[src/rtl/mux_rr_arbiter.sv]
// rtl/mux_rr_arbiter.sv - round-robin arbiter driving the shared 16:1 source mux select
module mux_rr_arbiter #(
  parameter int MAX_BURST = 4,
  parameter int NREQ      = 16
) (
  input  logic            clk,
  input  logic            rst_n,
  input  logic [NREQ-1:0] req,
  input  logic [NREQ-1:0] lock,
  input  logic [NREQ-1:0] req_mask,
  input  logic            out_ready,
  output logic [3:0]      sel,
  output logic [NREQ-1:0] grant,
  output logic            out_valid,
  output logic            busy
);

  typedef enum logic {IDLE, GRANT} state_t;

  state_t          state, state_nxt;
  logic [3:0]      sel_q, sel_nxt;
  logic [3:0]      ptr_q, ptr_nxt;
  logic [3:0]      beat_q, beat_nxt;
  logic [NREQ-1:0] grant_q, grant_nxt;
  logic [NREQ-1:0] ereq;
  logic [4:0]      win_ptr, win_rel;
  logic [3:0]      rel_ptr;
  logic            beat_last;

  // Returns {found, index}; scanned downward so the smallest offset from base wins.
  function automatic logic [4:0] pick(input logic [NREQ-1:0] r, input logic [3:0] base);
    logic [4:0] res;
    logic [3:0] idx;
    res = '0;
    for (int k = NREQ - 1; k >= 0; k--) begin
      idx = base + 4'(k);
      if (r[idx]) res = {1'b1, idx};
    end
    return res;
  endfunction

  assign ereq      = req & req_mask;
  assign rel_ptr   = sel_q + 4'd1;
  assign win_ptr   = pick(ereq, ptr_q);
  assign win_rel   = pick(ereq, rel_ptr);
  assign beat_last = (beat_q >= 4'(MAX_BURST - 1));

  always_ff @(posedge clk) begin
    if (!rst_n) begin
      state   <= IDLE;
      sel_q   <= '0;
      ptr_q   <= '0;
      beat_q  <= '0;
      grant_q <= '0;
    end else begin
      state   <= state_nxt;
      sel_q   <= sel_nxt;
      ptr_q   <= ptr_nxt;
      beat_q  <= beat_nxt;
      grant_q <= grant_nxt;
    end
  end

  always_comb begin
    state_nxt = state;
    sel_nxt   = sel_q;
    ptr_nxt   = ptr_q;
    beat_nxt  = beat_q;
    grant_nxt = grant_q;
    case (state)
      IDLE: begin
        if (win_ptr[4]) begin
          sel_nxt   = win_ptr[3:0];
          grant_nxt = NREQ'(1) << win_ptr[3:0];
          beat_nxt  = '0;
          state_nxt = GRANT;
        end
      end
      GRANT: begin
        if (out_ready) begin
          if (lock[sel_q] && ereq[sel_q] && !beat_last) begin
            beat_nxt = beat_q + 4'd1;
          end else begin
            // Release: the finished requester drops to lowest priority for this decision.
            ptr_nxt = rel_ptr;
            if (win_rel[4]) begin
              sel_nxt   = win_rel[3:0];
              grant_nxt = NREQ'(1) << win_rel[3:0];
              beat_nxt  = '0;
            end else begin
              grant_nxt = '0;
              state_nxt = IDLE;
            end
          end
        end else if (!ereq[sel_q]) begin
          ptr_nxt   = rel_ptr;
          grant_nxt = '0;
          state_nxt = IDLE;
        end
      end
      default: state_nxt = IDLE;
    endcase
  end

  assign sel       = sel_q;
  assign grant     = grant_q;
  assign out_valid = (state == GRANT);
  assign busy      = (state == GRANT);

endmodule

[config.mk]
export PLATFORM = sky130hd
export DESIGN_NAME = mux_rr_arbiter
export DESIGN_NICKNAME = d
export VERILOG_FILES = /design/src/rtl/mux_rr_arbiter.sv
export SDC_FILE = /design/constraint.sdc
export NUM_CORES = 1
export LEC_CHECK = 0
export ABC_AREA = 1
export BUFFER_PORTS_ARGS = -buffer_cell sky130_fd_sc_hd__buf_2
export CORE_MARGIN = 5
export CORE_UTILIZATION = 40
export CTS_CLUSTER_DIAMETER = 80
export CTS_CLUSTER_SIZE = 10
export DETAILED_ROUTE_END_ITERATION = 8
export GPL_ROUTABILITY_DRIVEN = 1
export PLACE_DENSITY_LB_ADDON = 0.2
export SYNTH_ARGS = -nofsm -noshare
export SYNTH_HDL_FRONTEND = slang
export SYNTH_SLANG_ARGS = --single-unit
[constraint.sdc]
create_clock -name clk -period 4.4 [get_ports clk]
set_input_delay 0.22 -clock clk [delete_from_list [all_inputs] [get_ports clk]]
set_output_delay 0.22 -clock clk [all_outputs]
set_load 0.01 [all_outputs]
==> impl_metrics.yaml <==
detailed_routing:
  num_vias: 6788
  drt-total-wl_mm: 18.0
  detail-route-antenna-nets: 0
  firstDrtPassIters: 5
  drc: 0
  first_iter_violations: 663
  vias_per_cell: 5.28
  wire_per_inst_um: 14.0
grt:
  grt_max_degree: 30
  busiest_layer: "met2"
  antenna_found_initial: 0
  grt_pass1_vias: 6185
  grt_use_met1_pct: 31.7
  overflow: 0
  grt_usage_pct: 22.2
  grt_pass1_wl_mm: 29.9
  grtUsageMet2_pct: 35.6
  use_met3_pct: 3.45
outcome:
  status: "finished, final reports clean"
worst_setup_path:
  crit_path_start_kind: "flop"
  critPathRequiredTime_ps: 4560
  critical_path.max_stage_delay_ps: 340
  path_buf_inv: 5
  critical_path.cell_chain: "inv_2, ha_1, buf_4, inv_1, nand3_1, nand3_1, o21ai_0, nand2_1, nand2_1, nor4_1, nand4_1, a21oi_1, buf_4, inv_1, o21ai_0, a21oi_2"
  critPathArrivalTime_ps: 3790
  crit_type: "flop to flop"
  path_max_fanout: 22
  crit_family: "buffers and inverters"
  worstSetupEndpointType: "flop"
  slowest_stage: "inv_1"
sta:
  tightestPinTransition_ps: 581
  setup_viol: 0
  max_slew_margin_pct: 61.1
  fmax_mhz: 275
  clock_skew_ps: 2.21
  hold_slack_ps: 376
  totalNegativeSetupSlack_ps: 0
  period_needed_ps: 3630
  hold_viol_final: 0
  finalWorstSetupSlack_ps: 768
  rsz0062_at_grt: "no"
  maxSlewViolCount: 0
  fin_crit_sh_pct: 82.5
place:
  io_buffers: 72
  place_area_um2: 5790
  pre_cts_slack_ps: 802
  dpl.hpwl_mm: 14.5
  gp_congestion: 0.978
synth:
  syn_nets: 1117
  avgSynthCellArea_um2: 5.07
  syn_area_um2: 5340
  ys_ff_latch: 29
  netlist_instances: 1053
  ys_types: 38
  synth_edf_count: 0
  synthArstFlopShare_pct: 0
  yosys_warnings: 0
  synthFlopType: "dfxtp_1"
  ys_seq_area_share_pct: 10.9
cts:
  clk_path_buf_depth: 2
  clk_latency_ps: 270
  cts_root_buffer: "clkbuf_16"
  cts_buffers: 5
  cts_tree: "done"
  cts.repair.resized: 0
  ctsHoldBuffers: 0
  clk_pin_slew_ps: 50
  htreeDepth: 2
  cts_setup_buffers: 0
  clock_sinks: 29
finish:
  area_growth_pct: 11.2
  drive_above_1_share_pct: 12.6
  finalNetCount: 1173
  n_antenna_cell: 0
  finalInstanceArea_um2: 5940
  n_fill_cell: 1489
floorplan:
  core_area_um2: 13200
  dieHeight_um: 126
  dieArea_um2: 15800
  fp.dieW_um: 126
  io_pins: 73
  start_util_pct: 40.5
  fp-row-count: 42
min_path:
  hold_path_class: "primary input to flop"
run:
  drv_cap: 0
==> kinds of logic after synthesis <==
| logic type | after synthesis | share of synthesized area [%] |
|---|---|---|
| simple gates | 700 | 55.8 |
| compound gates | 158 | 16.5 |
| xor+xnor | 10 | 1.92 |
| buf+inv | 143 | 11.9 |
| flops | 29 | 10.9 |
| fa+ha+maj | 13 | 3.04 |
==> flip-flops by register name, summed over array words and instances (netlist names) <==
| register | flops |
|---|---|
| sel | 4 |
| busy | 1 |
| ptr_q | 4 |
| grant | 16 |
| beat_q | 4 |
==> layout by cell type (no fill, tap or decap), drive strengths merged, types with 6 or more instances in the layout <==
| cell type | netlist | final |
|---|---|---|
| a21oi | 87 | 87 |
| a31oi | 12 | 12 |
| buf | 24 | 85 |
| clkbuf | 12 | 7 |
| dfxtp | 29 | 29 |
| ha | 13 | 13 |
| inv | 103 | 103 |
| nand2 | 427 | 427 |
| nand3 | 175 | 175 |
| nor2 | 85 | 85 |
| nor4 | 6 | 6 |
| o21ai | 46 | 46 |
| xor2 | 9 | 9 |
==> per-stage QoR <==
| stage | std cells | utilization [%] |
|---|---|---|
| after floorplan | 1053 | - |
| after global placement | 1278 | 43.9 |
| after detailed placement | 1278 | 43.9 |
| final | 1286 | 45.1 |
| after CTS | 1286 | 45.1 |
| after global routing | 1286 | 45.1 |
==> routing by layer <==
| layer | wire [µm] | vias to the layer above |
|---|---|---|
| li1 | - | 3537 |
| met1 | 8610 | 2951 |
| met2 | 7600 | 275 |
| met3 | 1580 | 25 |
| met4 | 267 | 0 |
| met5 | 0 | - |
==> Yosys cell counts (5+ instances only) <==
master,n,area share [%]
nand3_1,171,16
a31oi_1,12,1.4
buf_2,10,0.94
inv_1,92,6.5
o211ai_1,5,0.70
o21ai_1,6,0.56
inv_2,11,0.77
nand2_1,410,29
dfxtp_1,29,11
xor2_1,8,1.3
clkbuf_1,10,0.70
a21oi_1,82,7.7
nor2_1,78,5.5
o21ai_0,40,3.7
buf_6,6,1.3
nor2_2,5,0.59
nor4_1,6,0.70
nand2_2,15,1.8
buf_4,8,1.1
ha_1,13,3.0
==> worst register-to-register path, stage by stage, from the launching register on <==
cell and delay (ps):
dfxtp_1 310, inv_2 230, ha_1 280, buf_4 190
inv_1 340, nand3_1 220, nand3_1 130, o21ai_0 140
nand2_1 130, nand2_1 150, nor4_1 260, nand4_1 200
a21oi_1 170, buf_4 180, inv_1 250, o21ai_0 290
a21oi_2 40
==> final timing paths <==
path | slack, ps | from | cells after the start | endpoint
min | 380 | out_ready | 4 | busy
min reg2reg | 440 | beat_q[2] | 2 | beat_q[2]
max | 770 | ptr_q[0] | 16 | grant[9]
max reg2reg | 770 | ptr_q[0] | 16 | grant[9]
==> cell type report <==
class                           instances  area [µm²]  share of cell area (%)
Tap cell                              176         220                    3.71
Clock inverter                          1        5.00                  0.0842
Multi-Input combinational cell        881        4130                    69.4
Clock buffer                            7         153                    2.57
Inverter                              107         402                    6.76
Sequential cell                        29         581                    9.77
Timing Repair Buffer                   85         458                    7.71
Power is left out: the tool's default activity adds up to more than one toggle a clock period on the data nets, which glitch-free logic cannot reach.
